$ cat src/rtl/cpu_pkg.sv
// Shared loader definitions: state encoding and stream framing constants.
// Imported by the instruction-memory loader and its word assembler.
package cpu_pkg;

  localparam int BYTES_PER_WORD = 4;
  localparam int HDR_BYTES      = 2;
  localparam int BCNT_W         = $clog2(BYTES_PER_WORD);

  typedef enum logic [2:0] {
    S_IDLE   = 3'd0,
    S_LEN_LO = 3'd1,
    S_LEN_HI = 3'd2,
    S_DATA   = 3'd3,
    S_WRITE  = 3'd4,
    S_DONE   = 3'd5,
    S_ERROR  = 3'd6
  } ld_state_e;

  function automatic logic st_accepts(input ld_state_e s);
    return (s == S_LEN_LO) || (s == S_LEN_HI) || (s == S_DATA);
  endfunction

  function automatic logic st_can_start(input ld_state_e s);
    return (s == S_IDLE) || (s == S_DONE) || (s == S_ERROR);
  endfunction

endpackage

$ cat src/rtl/imem_loader_word_assembler.sv
// Collects stream bytes little-endian into a 32-bit word.
// word_full flags the byte that completes the word; word_next includes it.
module word_assembler
  import cpu_pkg::*;
#(
  parameter int DATA_WIDTH = 32
) (
  input  logic                  clk,
  input  logic                  rst,
  input  logic                  clear_i,
  input  logic                  load_i,
  input  logic [7:0]            byte_i,
  output logic [DATA_WIDTH-1:0] word_next_o,
  output logic                  word_full_o
);

  logic [BCNT_W-1:0]     cnt_q, cnt_d;
  logic [DATA_WIDTH-1:0] word_q, word_d;

  always_comb begin
    word_next_o = word_q;
    word_next_o[{cnt_q, 3'b000} +: 8] = byte_i;
  end

  assign word_full_o = load_i && (cnt_q == BCNT_W'(BYTES_PER_WORD - 1));

  always_comb begin
    cnt_d  = cnt_q;
    word_d = word_q;
    if (clear_i) begin
      cnt_d  = '0;
      word_d = '0;
    end else if (load_i) begin
      cnt_d  = cnt_q + 1'b1;
      word_d = word_next_o;
    end
  end

  always_ff @(posedge clk or posedge rst) begin
    if (rst) begin
      cnt_q  <= '0;
      word_q <= '0;
    end else begin
      cnt_q  <= cnt_d;
      word_q <= word_d;
    end
  end

endmodule

$ cat src/rtl/imem_loader.sv
// Boot loader: 16-bit word-count header then little-endian words,
// one instruction RAM write per word; holds the CPU until a clean load.
module imem_loader
  import cpu_pkg::*;
#(
  parameter int DATA_WIDTH    = 32,
  parameter int ADDRESS_WIDTH = 32,
  parameter int NUM_MEM_CELLS = 64
) (
  input  logic                     clk,
  input  logic                     rst,
  input  logic                     start,
  input  logic [7:0]               byte_in,
  input  logic                     byte_valid,
  output logic                     byte_ready,
  output logic                     wr_en,
  output logic [ADDRESS_WIDTH-1:0] wr_addr,
  output logic [DATA_WIDTH-1:0]    wr_data,
  output logic                     cpu_hold,
  output logic                     done,
  output logic                     error
);

  localparam int IDX_W = $clog2(NUM_MEM_CELLS) + 1;

  ld_state_e             state_q, state_d;
  logic [15:0]           len_q;
  logic [15:0]           len_full;
  logic [IDX_W-1:0]      word_idx_q;
  logic [IDX_W-1:0]      idx_inc;
  logic                  rdy_q;
  logic                  wr_en_q;
  logic [ADDRESS_WIDTH-1:0] wr_addr_q;
  logic [DATA_WIDTH-1:0] wr_data_q;
  logic                  hold_q;
  logic                  done_q;
  logic                  err_q;
  logic                  xfer;
  logic                  start_acc;
  logic                  asm_load;
  logic                  word_full;
  logic                  last_word;
  logic [DATA_WIDTH-1:0] word_next;

  assign xfer      = byte_valid && rdy_q;
  assign start_acc = start && st_can_start(state_q);
  assign asm_load  = xfer && (state_q == S_DATA);
  assign len_full  = {byte_in, len_q[7:0]};
  assign idx_inc   = word_idx_q + 1'b1;
  assign last_word = (16'(idx_inc) == len_q);

  word_assembler #(
    .DATA_WIDTH (DATA_WIDTH)
  ) u_asm (
    .clk         (clk),
    .rst         (rst),
    .clear_i     (start_acc),
    .load_i      (asm_load),
    .byte_i      (byte_in),
    .word_next_o (word_next),
    .word_full_o (word_full)
  );

  always_comb begin
    state_d = state_q;
    unique case (state_q)
      S_IDLE, S_DONE, S_ERROR:
        if (start) state_d = S_LEN_LO;
      S_LEN_LO:
        if (xfer) state_d = S_LEN_HI;
      S_LEN_HI:
        if (xfer) begin
          if (len_full == 16'd0)
            state_d = S_DONE;
          else if (len_full > 16'(NUM_MEM_CELLS))
            state_d = S_ERROR;
          else
            state_d = S_DATA;
        end
      S_DATA:
        if (word_full) state_d = S_WRITE;
      S_WRITE:
        state_d = last_word ? S_DONE : S_DATA;
      default:
        state_d = S_IDLE;
    endcase
  end

  // Status outputs are registered from the next state so they track state_q.
  always_ff @(posedge clk or posedge rst) begin
    if (rst) begin
      state_q    <= S_IDLE;
      len_q      <= '0;
      word_idx_q <= '0;
      rdy_q      <= 1'b0;
      wr_en_q    <= 1'b0;
      wr_addr_q  <= '0;
      wr_data_q  <= '0;
      hold_q     <= 1'b1;
      done_q     <= 1'b0;
      err_q      <= 1'b0;
    end else begin
      state_q <= state_d;
      rdy_q   <= st_accepts(state_d);
      hold_q  <= (state_d != S_DONE);
      done_q  <= (state_d == S_DONE);
      err_q   <= (state_d == S_ERROR);
      wr_en_q <= (state_d == S_WRITE);
      if (start_acc) begin
        word_idx_q <= '0;
        len_q      <= '0;
      end
      if (xfer && state_q == S_LEN_LO)
        len_q[7:0] <= byte_in;
      if (xfer && state_q == S_LEN_HI)
        len_q[15:8] <= byte_in;
      if (word_full) begin
        wr_addr_q <= ADDRESS_WIDTH'({word_idx_q, 2'b00});
        wr_data_q <= word_next;
      end
      if (state_q == S_WRITE)
        word_idx_q <= idx_inc;
    end
  end

  assign byte_ready = rdy_q;
  assign wr_en      = wr_en_q;
  assign wr_addr    = wr_addr_q;
  assign wr_data    = wr_data_q;
  assign cpu_hold   = hold_q;
  assign done       = done_q;
  assign error      = err_q;

endmodule
$ cat config.mk
export PLATFORM = sky130hd
export DESIGN_NAME = imem_loader
export DESIGN_NICKNAME = d
export VERILOG_FILES = /design/src/rtl/cpu_pkg.sv /design/src/rtl/imem_loader_word_assembler.sv /design/src/rtl/imem_loader.sv
export SDC_FILE = /design/constraint.sdc
export NUM_CORES = 1
export LEC_CHECK = 0
export ABC_AREA = 1
export BUFFER_PORTS_ARGS = -buffer_cell sky130_fd_sc_hd__buf_2
export CAP_MARGIN = 10
export CORE_AREA = 3 3 102 153
export CTS_CLUSTER_DIAMETER = 120
export DETAILED_ROUTE_END_ITERATION = 12
export DIE_AREA = 0 0 105 156
export GPL_ROUTABILITY_DRIVEN = 0
export SKIP_CTS_REPAIR_TIMING = 1
export SYNTH_ARGS = -nofsm -noshare
export SYNTH_HDL_FRONTEND = slang
export SYNTH_SLANG_ARGS = --single-unit
$ cat constraint.sdc
create_clock -name clk -period 6.2 [get_ports clk]
set_clock_uncertainty 0.1 [all_clocks]
set_input_delay 1.24 -clock clk [delete_from_list [all_inputs] [get_ports clk]]
set_output_delay 1.24 -clock clk [all_outputs]
set_load 0.05 [all_outputs]
**After elaboration in Yosys (flattened, before gate mapping)**

Cells that the tools add are included.

- Output and inout bits: 69
- Word-level logic and storage cells: 69
- Bits in registers: 104
- Input port bits: 12

- Reduce and logical (&&, ||, !) cells: 17
- Shifts and indexed selects: 2
- Equal/unequal tests: 15
- Add/subtract/negate cells: 3
- Order comparisons: 1
- Muxes and demuxes: 18

Operators by type and width:

| kind | count |
|---|---|
| 32-bit 2-to-1 mux | 2 |
| 32-bit bitwise mux | 1 |
| 8-bit by 7-bit variable shift with 32-bit output, first input constant | 1 |
| 8-bit by 7-bit variable part select with 32-bit output | 1 |
| 3-bit 2-to-1 mux | 7 |
| 3-bit equality test, second input constant | 6 |
| 7-bit by 16-bit equality test with 1-bit output | 1 |
| 16-bit by 7-bit > comparator with 1-bit output, second input constant | 1 |
| 16-bit zero test | 1 |
| 16-bit 2-to-1 mux | 1 |
| 8-bit 2-to-1 mux | 2 |
| 3-bit case mux with 5 select lines | 1 |
| 7-bit 2-to-1 mux | 2 |
| 3-bit by 2-bit equality test with 1-bit output, second input constant | 4 |
| 2-bit nonzero test | 4 |
| 7-bit by 1-bit adder with 7-bit output, second input constant | 1 |
| 5-bit negator with 7-bit output | 1 |
| 3-bit by 1-bit equality test with 1-bit output, second input constant | 2 |
| 1-bit logical AND | 6 |
| 1-bit logical OR | 4 |
| 2-bit 2-to-1 mux | 2 |
| 3-bit zero test | 1 |
| 3-bit != test, second input constant | 1 |
| 3-bit OR reduction | 1 |
| other kinds (2) | 2 |

**Logic depth before layout (Yosys ltp)**

Gate-level depths: netlist of the first run.

- Depth in word-level cells: 8
- Gate-level depth with buffers: 14
- Gate-level depth less buffers: 14

**By module**

Synthesis of the first run repeated with hierarchy kept, for this count alone.

- Cells, all modules: 685
- Area, all modules: 5,196.2 um^2

By module, submodules not included:

| module | cells an instance | seq. area each (um^2) | area each (um^2) | times used |
|---|---|---|---|---|
| imem_loader | 399 | 1,752.9 | 3,294.4 | 1 |
| word_assembler | 286 | 850.8 | 1,901.8 | 1 |

**Worst setup path after synthesis of the first run**

Ideal clock, no wire load.

- Path kind: input to register
- Start: input byte_valid
- End: register rdy_q (netlist: byte_ready)
- Stages: 9
- Data arrival time: 2.159 ns
- Path slack: 3.828 ns
- Buffers on the path: 0
- Setup time: 0.113 ns
- Data required time: 5.987 ns
- Cells stage by stage: nand2_1 > nor2_4 > nand2_2 > nand2_1 > o311ai_2 > nor2_4 > nand3_1 > nand2_1 > inv_1

- Longest elaborated chain between the ends: 8
- Elaborated cells between the ends (all ways): 12
- Those cells by class: eq/ne (3); mux (4); reduce/logical (5)

Ends and longest elaborated chain:

| element | RTL line | RTL |
|---|---|---|
| from (decl) | imem_loader.sv:14 | `input logic byte_valid,` |
| 1-bit logical AND (*) | imem_loader.sv:45 | `assign xfer = byte_valid && rdy_q;` |
| 1-bit logical AND | imem_loader.sv:47 | `assign asm_load = xfer && (state_q == S_DATA);` |
| 1-bit logical AND | imem_loader_word_assembler.sv:25 | `assign word_full_o = load_i && (cnt_q == BCNT_W'(BYTES_PER_WORD - 1));` |
| 3-bit 2-to-1 mux | imem_loader.sv:81 | `if (word_full) state_d = S_WRITE;` |
| 3-bit case mux with 5 select lines (*) | imem_loader.sv:66 | `unique case (state_q)` |
| 3-bit by 1-bit equality test with 1-bit output / 3-bit by 2-bit equality test with 1-bit output (equally long branches) | cpu_pkg.sv:20 | `return (s == S_LEN_LO) \|\| (s == S_LEN_HI) \|\| (s == S_DATA);` |
| 1-bit logical OR | cpu_pkg.sv:20 |  |
| 1-bit logical OR (*) | cpu_pkg.sv:20 |  |
| to (signal assigned) | imem_loader.sv:104 | `rdy_q <= st_accepts(state_d);` |
| to (decl) | imem_loader.sv:31 | `logic rdy_q;` |

Every way passes the cells marked *; elsewhere a longest branch is shown, timed or not.
A chain may end at the register's enable or synchronous reset.

**Worst setup path in the final report of the first run**

- Start: input byte_valid
- End: register rdy_q (netlist: byte_ready)

- Longest elaborated chain between the ends: 8
- Elaborated cells between the ends (all ways): 12
- Those cells by class: eq/ne (3); mux (4); reduce/logical (5)

Ends and longest elaborated chain:

| element | RTL line | RTL |
|---|---|---|
| 1-bit logical AND (*) | imem_loader.sv:45 |  |
| 1-bit logical AND | imem_loader.sv:47 |  |
| 1-bit logical AND | imem_loader_word_assembler.sv:25 |  |
| 3-bit 2-to-1 mux | imem_loader.sv:81 |  |
| 3-bit case mux with 5 select lines (*) | imem_loader.sv:66 |  |
| net state_d[2] | imem_loader.sv:26 | `ld_state_e state_q, state_d;` |
| 3-bit by 1-bit equality test with 1-bit output / 3-bit by 2-bit equality test with 1-bit output (equally long branches) | cpu_pkg.sv:20 |  |
| 1-bit logical OR | cpu_pkg.sv:20 |  |
| 1-bit logical OR (*) | cpu_pkg.sv:20 |  |

Mark *: on every way through the listed nets, which the timed path passes. The rest lies on a longest branch.

==> flow_metrics.tcl, run 1 <==
set metrics [dict create \
    status "complete, no violations" \
    cp.required_ns 6.34 \
    final_common_cell "nand2_1" \
    pin_count 81 \
    p_leak_nw 2.76 \
    synth_cell_type_count 29 \
    nFillCells 1535 \
    yosys.area.top_type "dfrtp_1" \
    ys_seq_elements 99 \
    core_area_mm2 0.0145 \
    grt_pass1_wl_um 19700 \
    setup.worst_path.start "byte_valid" \
    setup_viol_count_final 0 \
    startpoint_type "primary input" \
    finalSetupTns_ns 0 \
    dieArea_mm2 0.0164 \
    htreeDepth 3 \
    syn_area_mm2 0.00485 \
    root_buffer "clkbuf_16" \
    reg2reg_depth 11 \
    tightest_slew_ns 0.891 \
    drt_iter0_drc 273 \
    layout_common_cells "nand2_1, dfrtp_1, o21ai_0" \
    antenna_found_initial 0 \
    slew_violations 0 \
    crit_path_end_kind "flip-flop" \
    critPathArrivalTime_ns 3.88 \
    fin_crit_sh_pct 60.3 \
    vias 3955 \
    clock_sinks 99 \
    drc_errors 0 \
    yosys-top-cells-area "dfrtp_1, nand2_1, o21ai_0" \
    routed_wl_um 11900 \
    min_path_type "reg2reg" \
    gr-total-overflow 0 \
    initial_utilization_pct 33.5 \
    critPathSlowestCell "nand2_2" \
    grt_setup_unrepaired "false" \
    path_class "in2reg" \
    num_rows 54 \
    hold_violations 0 \
    hpwl_um 8760 \
    stdcell_count 822 \
    vias_per_cell 4.81 \
    crit_path_max_fanout 50 \
    grt_start_max_net_pins 57 \
    yosysWarnings 0 \
    seq_area_frac_synth_pct 51.1 \
    die_h_um 156 \
    report.power.total_w 0.00233 \
    r2r-start "state_q[2]" \
    endpoint "byte_ready" \
    fin_hold_ws_ns 0.374 \
    syn_inst 573 \
    portBuffers 55 \
    diodes 0 \
    reg2reg_slack_ns 2.99 \
    grt_pass1_vias 4010 \
    final_area_mm2 0.00554 \
    ir_drop_mv 0.128 \
    finalNetCount 639 \
    cts_buffers 9 \
    max_cap_viol_count 0 \
    p_per_area_mw_per_mm2 420 \
    clock_latency_ns 0.35 \
    wl_per_cell_um 14.5 \
    synth_top_area_share_pct 50.6 \
    drive_above_1_share_pct 16.8 \
    avgSynthCellArea_um2 8.47 \
    slew_headroom_pct 40.4 \
    finalCriticalPeriod_ns 3.74 \
    path_clk_slew_ns 0.06 \
    clock.fmax_ghz 0.268 \
    critPathMaxStageDelay_ns 0.77 \
    postPlaceCellArea_mm2 0.00521 \
    cts_tree "yes" \
    grt_usage_pct 15.0 \
    die_x_um 105 \
    clk_path_buf_depth 2 \
    firstDrtPassIters 6 \
    place_inst 806 \
    crit_chain "buf_2, nand2_1, nor2_4, nand2_2, buf_4, o21ai_0, a21oi_1, nand2_2, inv_2, nand2_1, inv_1" \
    synthToLayoutAreaGrowth_pct 14.1 \
    rr_endpoint "byte_ready" \
    ant_nets 0 \
]
-- sequential cells by signal, indices dropped and copies added (netlist names) --
name          count
wr_data          32
u_asm.word_q     27
len_q            16
word_idx_q        7
wr_addr           7
state_q           3
u_asm.cnt_q       2
byte_ready        1
cpu_hold          1
done              1
error             1
wr_en             1
-- kinds of logic after synthesis --
group           Yosys count  share of synthesized area, %
simple gates            218                          20.7
flops                    99                          51.1
fa+ha+maj                 6                          1.55
other cells               1                        0.0773
compound gates          132                          15.4
buf+inv                 117                          11.2
-- area by class of cell --
cell class / instances / area, um^2 / area share (%)
timing repair buffer: 57 / 290 / 5.24
tap: 196 / 245 / 4.43
inverter: 73 / 277 / 5.00
clock inverter: 6 / 87.6 / 1.58
sequential: 99 / 2480 / 44.8
multi-input combinational: 381 / 1920 / 34.7
clock buffer: 10 / 239 / 4.32
-- worst min-delay path by stage --
stage,from,slack (ns),cells after the start,end
2_1_floorplan,u_asm.word_q[28],0.35,2,u_asm.word_q[28]
3_3_place_gp,u_asm.word_q[31],0.36,2,u_asm.word_q[31]
3_5_place_dp,wr_addr[8],0.37,2,wr_addr[8]
4_1_cts,wr_addr[8],0.38,2,wr_addr[8]
5_1_grt,wr_data[16],0.40,2,wr_data[16]
6_report,wr_addr[8],0.37,2,wr_addr[8]
-- metrics by stage --
stage                     utilization, %  setup WS [ns]
after global routing                38.3           2.14
final                               38.3           2.46
after CTS                           38.3           2.49
after detailed placement            36.0           2.13
after floorplan                        -           2.27
after global placement              36.0           2.21
-- critical path: cells and delay by family --
family,cells,cell delay [ns]
buffers and inverters,4,0.62
AO/OA/AOI/OAI,2,0.20
AND/OR/NAND/NOR,5,1.78
-- power by group --
| part | total, W | switching, W | internal, W | leakage [nW] |
|---|---|---|---|---|
| sequential | 0.000870 | 0.0000863 | 0.000784 | 1.34 |
| clock | 0.000619 | 0.000254 | 0.000366 | 0.163 |
| combinational | 0.000837 | 0.000603 | 0.000234 | 1.26 |
| total | 0.00233 | 0.000943 | 0.00138 | 2.76 |
-- cell usage after synthesis --
master and n:
and2_4 1, nand3_1 19, inv_1 61, a22oi_1 17
dfstp_2 1, dfrtp_1 98, o21ai_0 67, nand2_4 1
nor2_2 1, a21oi_1 22, inv_2 7, clkinv_1 5
nand2_1 119, buf_2 9, buf_4 25, ha_1 6
nor3_1 12, nor2_1 31, o311ai_2 1, nand2_2 9
o22ai_1 15, nor2_4 6, a32oi_1 3, conb_1 1
nand3_2 4, o21bai_1 1, clkbuf_1 10, o21ai_1 6
nand4_1 15
-- metal layers --
layer | track usage [%] | wire (um)
met4 | 6.63 | 322
met1 | 16.4 | 4660
met5 | 0 | 0
met2 | 27.9 | 6420
met3 | 3.06 | 530
Note: power is estimated with default switching activity, not from simulation.
==> run 2, diff against run 1 <==
--- a/config.mk
+++ b/config.mk
@@ -5,13 +5,13 @@
 export SDC_FILE = /design/constraint.sdc
 export NUM_CORES = 1
 export LEC_CHECK = 0
-export ABC_AREA = 1
+export ABC_AREA = 0
 export BUFFER_PORTS_ARGS = -buffer_cell sky130_fd_sc_hd__buf_2
 export CAP_MARGIN = 10
-export CORE_AREA = 3 3 102 153
+export CORE_AREA = 3 3 100 150
 export CTS_CLUSTER_DIAMETER = 120
 export DETAILED_ROUTE_END_ITERATION = 12
-export DIE_AREA = 0 0 105 156
+export DIE_AREA = 0 0 103 153
 export GPL_ROUTABILITY_DRIVEN = 0
 export SKIP_CTS_REPAIR_TIMING = 1
 export SYNTH_ARGS = -nofsm -noshare
==> constraint.sdc (replaced) <==
create_clock -name clk -period 3.9 [get_ports clk]
set_clock_uncertainty 0.1 [all_clocks]
set_input_delay 0.78 -clock clk [delete_from_list [all_inputs] [get_ports clk]]
set_output_delay 0.78 -clock clk [all_outputs]
set_load 0.05 [all_outputs]
==> flow_metrics.tcl, run 2 <==
set metrics [dict create \
    clock.fmax_ghz 0.392 \
    ys_top_cells_by_count "dfrtp_1, nand2_1, nor2_1" \
    portBuffers 55 \
    status "complete, no violations" \
    yosys.area.top_type "dfrtp_1" \
    synth-edff-count 0 \
    setup.worst_path.start "state_q[1]" \
    largest_reg_flops 32 \
    nFillCells 1410 \
    gr-total-overflow 0 \
    finalNetCount 576 \
    grt_start_max_net_pins 51 \
    slew_violations 0 \
    slew_headroom_pct 37.9 \
    endpoint "error" \
    vias_per_cell 5.09 \
    yosysMostFrequentCell "dfrtp_1" \
    max_cap_viol_count 0 \
    rr_endpoint "error" \
    r2r-start "state_q[1]" \
    path_clk_slew_ns 0.07 \
    firstDrtPassIters 5 \
    synth-main-ff-cell "dfrtp_1" \
    yosys-top-cells-area "dfrtp_1, nand2_1, a21oi_1" \
    p_per_area_mw_per_mm2 652 \
    ant_nets 0 \
    synthArstFlopShare_pct 100 \
    clock_sinks 96 \
    hold_path_depth 2 \
    cp.required_ns 4.03 \
    min_path_type "reg2reg" \
    vias 3707 \
    grt_pass1_vias 3588 \
    synthToLayoutAreaGrowth_pct 13.3 \
    syn_area_mm2 0.00465 \
    drive_above_1_share_pct 15.5 \
    routed_wl_um 11400 \
    wl_per_cell_um 15.7 \
    clk_path_buf_depth 2 \
    drc_errors 0 \
    num_rows 53 \
    drt_iter0_drc 293 \
    root_buffer "clkbuf_16" \
    critPathArrivalTime_ns 2.68 \
    die_h_um 153 \
    crit_path_end_kind "flip-flop" \
    path_class "reg2reg" \
    crit_path_max_fanout 16 \
    tightest_slew_ns 0.925 \
    core_area_mm2 0.0139 \
    yosysWarnings 0 \
    grt_setup_unrepaired "false" \
    initial_utilization_pct 33.4 \
    post-route-util_pct 37.8 \
    grt_pass1_wl_um 18700 \
    pin_count 81 \
    fin_crit_sh_pct 65.4 \
    critPathMaxStageDelay_ns 0.55 \
    htreeDepth 3 \
    grt_usage_pct 15.0 \
    ir_drop_mv 0.226 \
    setup_viol_count_final 0 \
    reg2reg_slack_ns 1.35 \
    hpwl_um 8150 \
    cts_tree "yes" \
    die_x_um 103 \
    avgSynthCellArea_um2 8.99 \
    critPathSlowestCell "dfrtp_1" \
    diodes 0 \
    clock_latency_ns 0.34 \
    synth_top_area_share_pct 51.1 \
    finalCriticalPeriod_ns 2.55 \
    dieArea_mm2 0.0158 \
    cts_buffers 9 \
    startpoint_type "flip-flop" \
    crit_chain "nand2b_1, nor2_4, nand2_1, inv_2, o22ai_1, a221o_1, a21o_1, and2_1" \
    final_common_cell "dfrtp_1" \
    finalSetupTns_ns 0 \
    synth_cell_type_count 41 \
    p_leak_nw 2.60 \
    seq_area_frac_synth_pct 51.7 \
    ys_seq_elements 96 \
    syn_inst 517 \
    antenna_found_initial 0 \
    hold_violations 0 \
    layout_common_cells "dfrtp_1, nand2_1, nor2_1" \
    reg2reg_depth 8 \
]
run 2: where the power goes:
group          total (W)  internal [W]  switching [W]
logic            0.00123      0.000362       0.000870
registers        0.00135       0.00119       0.000160
clock network   0.000857      0.000458       0.000399
total            0.00343       0.00201        0.00143
run 2: per-layer routing:
metal | share of wire, % | vias up | GRT usage (%)
li1 | - | 1767 | -
met1 | 39 | 1809 | 17.4
met2 | 54 | 108 | 26.9
met3 | 4.5 | 23 | 2.65
met4 | 2.2 | 0 | 5.25
met5 | 0 | - | 0
run 2: critical path, delay by kind of cell (launching register included):
| kind | cells | cell delay [ns] |
|---|---|---|
| simple gates | 4 | 1.02 |
| compound gates | 3 | 0.58 |
| flops | 1 | 0.55 |
| buf+inv | 1 | 0.19 |
run 2: metrics by stage:
| stage | setup slack [ns] | hold WS, ns | power (W) | instance area (um^2) | cells |
|---|---|---|---|---|---|
| after global routing | 1.14 | 0.409 | 0.00364 | 5270 | 728 |
| after detailed placement | 1.03 | 0.360 | 0.00260 | 4970 | 712 |
| after global placement | 1.09 | 0.358 | 0.00257 | 4970 | 712 |
| final | 1.35 | 0.370 | 0.00343 | 5270 | 728 |
| after floorplan | 0.516 | 0.383 | 0.00231 | 4740 | 541 |
| after CTS | 1.32 | 0.375 | 0.00346 | 5270 | 728 |
run 2: area by class of cell:
cell class | count | area (um^2) | share of cell area, %
flip-flops and latches | 96 | 2400 | 45.7
multi-input cells | 381 | 1990 | 37.8
repair buffers | 63 | 348 | 6.61
clock buffers | 10 | 239 | 4.54
well taps | 165 | 206 | 3.92
clock inverters | 6 | 51.3 | 0.974
inverters | 7 | 27.5 | 0.523
run 2: worst min path at each step:
stage | start | to | slack, ns
after CTS | wr_data[31] | wr_data[31] | 0.37
after global placement | wr_data[30] | wr_data[30] | 0.36
after floorplan | u_asm.word_q[0] | u_asm.word_q[0] | 0.38
after detailed placement | wr_data[31] | wr_data[31] | 0.36
final | wr_data[31] | wr_data[31] | 0.37
after global routing | wr_data[31] | wr_data[31] | 0.41
run 2: cell families after synthesis:
logic type	synth area share (%)
AOI/OAI and AO/OA	14.4
xor gates and xnor gates	2.26
adders and majority gates	1.62
buffers and inverters	7.51
DFF	51.7
muxes	0.431
other	0.0807
and+or+nand+nor	22.0
